$ cat src/rtl/keypad_pkg.sv
// Shared types and constants for the 4x4 keypad scanner: FSM states, key code type,
// column strobe patterns and the row priority encoder.
package keypad_pkg;

    typedef enum logic [1:0] {
        IDLE     = 2'd0,
        DEBOUNCE = 2'd1,
        HELD     = 2'd2,
        RELEASE  = 2'd3
    } state_t;

    typedef logic [3:0] key_code_t;

    localparam logic [3:0] COL_STROBE [4] = '{4'hE, 4'hD, 4'hB, 4'h7};

    // Index of the lowest active-low row; only meaningful when some row is low.
    function automatic logic [1:0] first_low_row(input logic [3:0] rows);
        logic [1:0] idx;
        idx = 2'd0;
        for (int i = 3; i >= 0; i--) begin
            if (!rows[i]) begin
                idx = 2'(i);
            end
        end
        return idx;
    endfunction

endpackage

$ cat src/rtl/keypad_sync.sv
// Two-flop synchronizer for asynchronous keypad rows; resets to all-ones so an
// unpressed keypad is what the scanner sees out of reset.
module keypad_sync #(
    parameter int WIDTH = 4
) (
    input  logic             clk,
    input  logic             rst,
    input  logic [WIDTH-1:0] i_d,
    output logic [WIDTH-1:0] o_q
);

    logic [WIDTH-1:0] r_meta;
    logic [WIDTH-1:0] r_sync;

    always_ff @(posedge clk or posedge rst) begin
        if (rst) begin
            r_meta <= '1;
            r_sync <= '1;
        end else begin
            r_meta <= i_d;
            r_sync <= r_meta;
        end
    end

    assign o_q = r_sync;

endmodule

$ cat src/rtl/keypad_scanner.sv
// 4x4 keypad scanner: column strobing, per-scan capture, press/release debounce and
// a valid/ready key output. Define KEYPAD_REPEAT_EN to enable auto-repeat while held.
module keypad_scanner
    import keypad_pkg::*;
#(
    parameter int SCAN_DIV       = 1000,
    parameter int DEBOUNCE_SCANS = 5,
    parameter int REPEAT_DELAY   = 50,
    parameter int REPEAT_RATE    = 10
) (
    input  logic      clk,
    input  logic      rst,
    input  logic [3:0] row_in,
    output logic [3:0] col_out,
    output key_code_t key_code,
    output logic      key_valid,
    input  logic      key_ready,
    output logic      key_overrun
);

    localparam int DIV_W = $clog2(SCAN_DIV);
    localparam logic [DIV_W-1:0] DIV_LAST = DIV_W'(SCAN_DIV - 1);
    localparam int CNT_W = $clog2(DEBOUNCE_SCANS + 1);
    localparam logic [CNT_W-1:0] CNT_MAX = CNT_W'(DEBOUNCE_SCANS);
    localparam logic [CNT_W-1:0] CNT_ONE = CNT_W'(1);

    logic [3:0]       w_rows;
    logic [DIV_W-1:0] r_div;
    logic [1:0]       r_col;
    logic             r_cap_hit;
    key_code_t        r_cap_code;
    state_t           r_state;
    state_t           w_state_next;
    logic [CNT_W-1:0] r_cnt;
    logic [CNT_W-1:0] w_cnt_next;
    logic [CNT_W-1:0] w_cnt_inc;
    key_code_t        r_cand;
    key_code_t        w_cand_next;
    logic             w_emit;
    key_code_t        w_emit_code;
    key_code_t        r_key_code;
    logic             r_key_valid;
    logic             r_overrun;

    keypad_sync #(.WIDTH(4)) u_sync (
        .clk (clk),
        .rst (rst),
        .i_d (row_in),
        .o_q (w_rows)
    );

    logic      w_slot_end;
    logic      w_scan_end;
    logic      w_col_hit;
    key_code_t w_col_code;
    logic      w_scan_hit;
    key_code_t w_scan_code;

    assign w_slot_end  = (r_div == DIV_LAST);
    assign w_scan_end  = w_slot_end && (r_col == 2'd3);
    assign w_col_hit   = (w_rows != 4'hF);
    assign w_col_code  = {first_low_row(w_rows), r_col};
    assign w_scan_hit  = r_cap_hit || w_col_hit;
    assign w_scan_code = r_cap_hit ? r_cap_code : w_col_code;
    assign w_cnt_inc   = (r_cnt == CNT_MAX) ? r_cnt : r_cnt + 1'b1;
    assign col_out     = COL_STROBE[r_col];

    always_ff @(posedge clk or posedge rst) begin
        if (rst) begin
            r_div <= '0;
            r_col <= 2'd0;
        end else if (w_slot_end) begin
            r_div <= '0;
            r_col <= r_col + 1'b1;
        end else begin
            r_div <= r_div + 1'b1;
        end
    end

    // Earliest column wins, so later columns only fill an empty capture.
    always_ff @(posedge clk or posedge rst) begin
        if (rst) begin
            r_cap_hit  <= 1'b0;
            r_cap_code <= '0;
        end else if (w_scan_end) begin
            r_cap_hit  <= 1'b0;
            r_cap_code <= '0;
        end else if (w_slot_end && !r_cap_hit && w_col_hit) begin
            r_cap_hit  <= 1'b1;
            r_cap_code <= w_col_code;
        end
    end

`ifdef KEYPAD_REPEAT_EN
    localparam int REP_MAX = (REPEAT_DELAY > REPEAT_RATE) ? REPEAT_DELAY : REPEAT_RATE;
    localparam int REP_W = $clog2(REP_MAX + 1);
    localparam logic [REP_W-1:0] REP_MAX_C   = REP_W'(REP_MAX);
    localparam logic [REP_W-1:0] REP_DELAY_C = REP_W'(REPEAT_DELAY);
    localparam logic [REP_W-1:0] REP_RATE_C  = REP_W'(REPEAT_RATE);

    logic [REP_W-1:0] r_rep;
    logic [REP_W-1:0] w_rep_next;
    logic [REP_W-1:0] w_rep_inc;
    logic             r_rep_armed;
    logic             w_rep_armed_next;

    assign w_rep_inc = (r_rep == REP_MAX_C) ? r_rep : r_rep + 1'b1;

    always_ff @(posedge clk or posedge rst) begin
        if (rst) begin
            r_rep       <= '0;
            r_rep_armed <= 1'b0;
        end else begin
            r_rep       <= w_rep_next;
            r_rep_armed <= w_rep_armed_next;
        end
    end
`else
    logic w_unused_repeat;
    assign w_unused_repeat = (REPEAT_DELAY > 0) ^ (REPEAT_RATE > 0);
`endif

    always_ff @(posedge clk or posedge rst) begin
        if (rst) begin
            r_state <= IDLE;
            r_cnt   <= '0;
            r_cand  <= '0;
        end else begin
            r_state <= w_state_next;
            r_cnt   <= w_cnt_next;
            r_cand  <= w_cand_next;
        end
    end

    always_comb begin
        w_state_next = r_state;
        w_cnt_next   = r_cnt;
        w_cand_next  = r_cand;
        w_emit       = 1'b0;
        w_emit_code  = r_cand;
`ifdef KEYPAD_REPEAT_EN
        w_rep_next       = r_rep;
        w_rep_armed_next = r_rep_armed;
`endif
        if (w_scan_end) begin
            case (r_state)
                IDLE: begin
                    if (w_scan_hit) begin
                        w_cand_next = w_scan_code;
                        if (DEBOUNCE_SCANS == 1) begin
                            w_emit       = 1'b1;
                            w_emit_code  = w_scan_code;
                            w_state_next = HELD;
                            w_cnt_next   = '0;
                        end else begin
                            w_state_next = DEBOUNCE;
                            w_cnt_next   = CNT_ONE;
                        end
                    end
                end
                DEBOUNCE: begin
                    if (w_scan_hit && (w_scan_code == r_cand)) begin
                        if (w_cnt_inc == CNT_MAX) begin
                            w_emit       = 1'b1;
                            w_state_next = HELD;
                            w_cnt_next   = '0;
                        end else begin
                            w_cnt_next = w_cnt_inc;
                        end
                    end else begin
                        w_state_next = IDLE;
                        w_cnt_next   = '0;
                    end
                end
                HELD: begin
                    if (!w_scan_hit) begin
                        w_state_next = (DEBOUNCE_SCANS == 1) ? IDLE : RELEASE;
                        w_cnt_next   = (DEBOUNCE_SCANS == 1) ? '0 : CNT_ONE;
`ifdef KEYPAD_REPEAT_EN
                        w_rep_next       = '0;
                        w_rep_armed_next = 1'b0;
                    end else if (w_rep_inc == (r_rep_armed ? REP_RATE_C : REP_DELAY_C)) begin
                        w_emit           = 1'b1;
                        w_rep_next       = '0;
                        w_rep_armed_next = 1'b1;
                    end else begin
                        w_rep_next = w_rep_inc;
`endif
                    end
                end
                RELEASE: begin
                    // A returning hit is the same key still bouncing, not a new press.
                    if (w_scan_hit) begin
                        w_state_next = HELD;
                        w_cnt_next   = '0;
                    end else if (w_cnt_inc == CNT_MAX) begin
                        w_state_next = IDLE;
                        w_cnt_next   = '0;
                    end else begin
                        w_cnt_next = w_cnt_inc;
                    end
                end
                default: begin
                    w_state_next = IDLE;
                    w_cnt_next   = '0;
                end
            endcase
        end
    end

    // A pending key is never overwritten; a concurrent handshake frees the slot.
    always_ff @(posedge clk or posedge rst) begin
        if (rst) begin
            r_key_code  <= '0;
            r_key_valid <= 1'b0;
            r_overrun   <= 1'b0;
        end else begin
            r_overrun <= 1'b0;
            if (w_emit) begin
                if (!r_key_valid || key_ready) begin
                    r_key_code  <= w_emit_code;
                    r_key_valid <= 1'b1;
                end else begin
                    r_overrun <= 1'b1;
                end
            end else if (r_key_valid && key_ready) begin
                r_key_valid <= 1'b0;
            end
        end
    end

    assign key_code    = r_key_code;
    assign key_valid   = r_key_valid;
    assign key_overrun = r_overrun;

endmodule

$ cat config.mk
export PLATFORM = sky130hd
export DESIGN_NAME = keypad_scanner
export DESIGN_NICKNAME = d
export VERILOG_FILES = /design/src/rtl/keypad_pkg.sv /design/src/rtl/keypad_sync.sv /design/src/rtl/keypad_scanner.sv
export SDC_FILE = /design/constraint.sdc
export NUM_CORES = 1
export LEC_CHECK = 0
export CAP_MARGIN = 10
export CORE_MARGIN = 2
export CORE_UTILIZATION = 45
export CTS_CLUSTER_SIZE = 12
export DETAILED_ROUTE_END_ITERATION = 8
export HOLD_SLACK_MARGIN = 0.08
export PLACE_DENSITY = 0.71
export SLEW_MARGIN = 10
export SYNTH_ARGS = -nofsm -noshare
export SYNTH_HDL_FRONTEND = slang
export SYNTH_SLANG_ARGS = --single-unit
$ cat constraint.sdc
create_clock -name clk -period 3.35 [get_ports clk]
set_clock_uncertainty 0.2 [all_clocks]
set_input_delay 1.005 -clock clk [delete_from_list [all_inputs] [get_ports clk]]
set_output_delay 1.005 -clock clk [all_outputs]
set_load 0.05 [all_outputs]
==> impl_metrics.xml <==
<?xml version="1.0" encoding="UTF-8"?>
<metrics>
  <group name="timing">
    <metric name="fin_crit" unit="ns">3.13</metric>
    <metric name="max_slew_headroom" unit="">0.507</metric>
    <metric name="timing.final.setup_violations" unit="">0</metric>
    <metric name="timing_max_transition_violations_final" unit="">0</metric>
    <metric name="worstMarginPinSlew" unit="ns">0.734</metric>
    <metric name="max_freq" unit="MHz">319</metric>
    <metric name="hold_viol_final" unit="">0</metric>
    <metric name="grt_setup_unrepaired" unit="">false</metric>
    <metric name="setup_tns" unit="ns">0</metric>
    <metric name="final_min_period_over_clock_period" unit="">0.935</metric>
  </group>
  <group name="flow_run">
    <metric name="max_cap_viol_count" unit="">0</metric>
  </group>
  <group name="floorplanning">
    <metric name="fp.dieW" unit="µm">69.9</metric>
    <metric name="row_count" unit="">23</metric>
    <metric name="die-area" unit="mm²">0.00489</metric>
    <metric name="dieHeight" unit="µm">69.9</metric>
    <metric name="floorplan.core_area" unit="mm²">0.00409</metric>
    <metric name="io-pin-count" unit="">17</metric>
    <metric name="starting_density" unit="">0.478</metric>
  </group>
  <group name="cells_and_area">
    <metric name="final_layout_size_suffix_gt1_frac" unit="">0.114</metric>
    <metric name="final_nets" unit="">223</metric>
    <metric name="final_cells" unit="">260</metric>
    <metric name="synthToLayoutAreaGrowth" unit="%">17.3</metric>
    <metric name="diodes" unit="">0</metric>
    <metric name="filler_cell_count" unit="">376</metric>
    <metric name="mostFrequentLayoutCell" unit="">sky130_fd_sc_hd__dfrtp_1</metric>
    <metric name="layout_common_cells" unit="">32 x sky130_fd_sc_hd__dfrtp_1, 21 x sky130_fd_sc_hd__nor2_1, 18 x sky130_fd_sc_hd__nand2_1</metric>
  </group>
  <group name="clock_tree">
    <metric name="cts.path.max_buffers" unit="">2</metric>
    <metric name="numCtsBuffers" unit="">5</metric>
    <metric name="postCtsHoldBufs" unit="">0</metric>
    <metric name="numClockSinks" unit="">40</metric>
    <metric name="insertion_delay" unit="ns">0.30</metric>
    <metric name="clock-root-buffer" unit="">sky130_fd_sc_hd__clkbuf_8</metric>
    <metric name="cts.htree.levels" unit="">2</metric>
    <metric name="count_of_instances_resized_after_the_clock_tree_is_built" unit="">0</metric>
    <metric name="number_of_buffers_added_for_setup_after_cts" unit="">0</metric>
    <metric name="clk_pin_slew" unit="ns">0.08</metric>
    <metric name="cts_tree" unit="">yes</metric>
  </group>
  <group name="route">
    <metric name="num_vias" unit="">1396</metric>
    <metric name="post-route-drc-count" unit="">0</metric>
    <metric name="ant_nets" unit="">0</metric>
    <metric name="number_of_iterations_in_the_first_detailed_routing_pass" unit="">4</metric>
    <metric name="drt-vias-per-instance" unit="">5.37</metric>
    <metric name="post_drt_wl_per_cell" unit="µm">13.4</metric>
    <metric name="postRouteWirelength" unit="µm">3470</metric>
    <metric name="detail_route.iter0.violations" unit="">25</metric>
  </group>
  <group name="synth">
    <metric name="synth_fa_ha_area_frac" unit="">0.0448</metric>
    <metric name="average_size_of_a_mapped_cell" unit="µm²">10.5</metric>
    <metric name="muxShareOfSynthArea" unit="">0.0461</metric>
    <metric name="syn-cell-area" unit="mm²">0.00195</metric>
    <metric name="synthesis.yosys.warnings" unit="">0</metric>
    <metric name="post_synth_arst_share" unit="">1.00</metric>
    <metric name="synth_edf_count" unit="">0</metric>
    <metric name="postSynthRegisterBits" unit="">40</metric>
    <metric name="area_fraction_in_compound_gates_after_synthesis" unit="">0.122</metric>
    <metric name="synth_flop_cell" unit="">sky130_fd_sc_hd__dfrtp_1</metric>
    <metric name="synth_cells" unit="">186</metric>
    <metric name="yosysUniqueCellTypes" unit="">44</metric>
    <metric name="synth-simple-area-share" unit="">0.188</metric>
    <metric name="seq_area_frac_synth" unit="">0.517</metric>
    <metric name="synth_fp_nets" unit="">200</metric>
    <metric name="synth_top_family_by_area" unit="">simple AND/OR/NAND/NOR gates</metric>
    <metric name="synth-xor-area-share" unit="">0.0493</metric>
  </group>
  <group name="grt">
    <metric name="grt_pass1_wl" unit="µm">6350</metric>
    <metric name="grt.total_usage" unit="">0.163</metric>
    <metric name="grt_pass1_vias" unit="">1418</metric>
    <metric name="grt_start_max_net_pins" unit="">41</metric>
    <metric name="number_of_antenna_violations_at_the_first_check_in_global_routing" unit="">0</metric>
    <metric name="globalRouteOverflowTotal" unit="">0</metric>
  </group>
  <group name="power">
    <metric name="static-leakage-power" unit="nW">1.01</metric>
    <metric name="combPwrFrac" unit="">0.027</metric>
    <metric name="seq_power_share" unit="">0.540</metric>
    <metric name="p_int" unit="mW">0.722</metric>
    <metric name="power_switching_share" unit="">0.213</metric>
    <metric name="clock_power_share" unit="">0.433</metric>
    <metric name="vdd_ir_drop_max" unit="µV">232</metric>
    <metric name="powerDensity" unit="mW/mm²">400</metric>
    <metric name="p_sw" unit="mW">0.195</metric>
  </group>
  <group name="run_status">
    <metric name="run_status" unit="">complete, no violations</metric>
  </group>
  <group name="critical_path">
    <metric name="arrival" unit="ns">1.93</metric>
    <metric name="start_kind" unit="">flip-flop</metric>
    <metric name="cp.required" unit="ns">2.14</metric>
    <metric name="end_kind" unit="">output pin</metric>
    <metric name="timing_worst_setup_path_type" unit="">flip-flop to output pin</metric>
    <metric name="crit_path_max_fanout" unit="">6</metric>
  </group>
  <group name="placement">
    <metric name="placement.io_buffers" unit="">16</metric>
    <metric name="finalWeightedCongestion" unit="">0.743</metric>
    <metric name="place_inst" unit="">252</metric>
    <metric name="dp_hpwl" unit="µm">2440</metric>
  </group>
  <group name="min_path">
    <metric name="hold_path.class" unit="">flip-flop to flip-flop</metric>
  </group>
</metrics>
-- worst max-delay path: stages, from the launching register on --
cell and delay, ns:
sky130_fd_sc_hd__dfrtp_1 0.43, sky130_fd_sc_hd__ha_1 0.23, sky130_fd_sc_hd__inv_1 0.14, sky130_fd_sc_hd__clkdlybuf4s50_1 0.82
-- path summary, 6_finish.rpt --
check | start | end | slack [ns] | depth (start not counted)
max | r_col[0] | col_out[3] | 0.22 | 3
min | u_sync.r_meta[3] | u_sync.o_q[3] | 0.16 | 0
max reg2reg | r_cap_hit | key_code[2] | 0.83 | 6
min reg2reg | u_sync.r_meta[3] | u_sync.o_q[3] | 0.16 | 0
max in group asynchronous | rst | u_sync.o_q[2] | 1.66 | 3
min in group asynchronous | rst | r_div[6] | 0.92 | 3
-- cell usage after synthesis (all sizes together), types with 4 or more instances --
cell / number / area, µm²
dfrtp: 32 / 801
dfstp: 8 / 210
nand3: 6 / 30.0
xnor2: 6 / 52.6
mux2: 5 / 56.3
ha: 7 / 87.6
nor2: 21 / 78.8
xor2: 5 / 43.8
inv: 12 / 45.0
o21ai: 8 / 40.0
a31oi: 4 / 25.0
a21oi: 8 / 40.0
nand2: 19 / 73.8
-- sequential cells by signal, indices dropped and copies added (netlist names) --
name,flops
u_sync.r_meta,4
u_sync.o_q,4
r_div,10
r_cnt,3
r_cap_code,4
r_state,2
key_code,4
key_valid,1
r_cap_hit,1
r_cand,4
key_overrun,1
r_col,2
-- logic make-up after synthesis --
kind of cell / after synthesis
compound gates: 36
buf+inv: 15
flops: 40
xor+xnor: 11
mux: 8
fa+ha+maj: 7
simple gates: 69
-- power by group through the flow --
stage | Combinational [mW] | Clock (mW) | Sequential [mW]
finish | 0.0249 | 0.396 | 0.495
global route | 0.0284 | 0.422 | 0.496
CTS | 0.0256 | 0.405 | 0.495
detailed placement | 0.0256 | 0 | 0.504
global placement | 0.0253 | 0 | 0.504
floorplan | 0.0137 | 0 | 0.503
-- per-stage QoR --
step | worst slack [ns] | total power [mW] | cell area (µm²) | hold WS, ns | util
2_1_floorplan | 0.824 | 0.517 | 1950 | 0.145 | -
3_3_place_gp | 0.544 | 0.529 | 2180 | 0.147 | 0.534
3_5_place_dp | 0.541 | 0.530 | 2180 | 0.147 | 0.534
4_1_cts | 0.200 | 0.926 | 2290 | 0.158 | 0.561
5_1_grt | 0.117 | 0.947 | 2290 | 0.163 | 0.561
6_report | 0.219 | 0.917 | 2290 | 0.157 | 0.561
-- per-layer routing --
metal  track usage  share of wire  up-vias
met5             0              0        -
li1              -              -      700
met2         0.265           0.47       18
met4        0.0620          0.018        0
met3        0.0491          0.035        8
met1         0.205           0.48      670
-- area by class of cell --
cell class                      instances  area [µm²]  area share
Tap cell                               50        62.6      0.0273
Inverter                               12        45.0      0.0197
Clock buffer                            5        68.8      0.0300
Clock inverter                          3        42.5      0.0186
Multi-Input combinational cell        131         880       0.384
Sequential cell                        40        1010       0.441
Timing Repair Buffer                   19         183      0.0797
No activity file was read; power rests on OpenSTA's default activity.
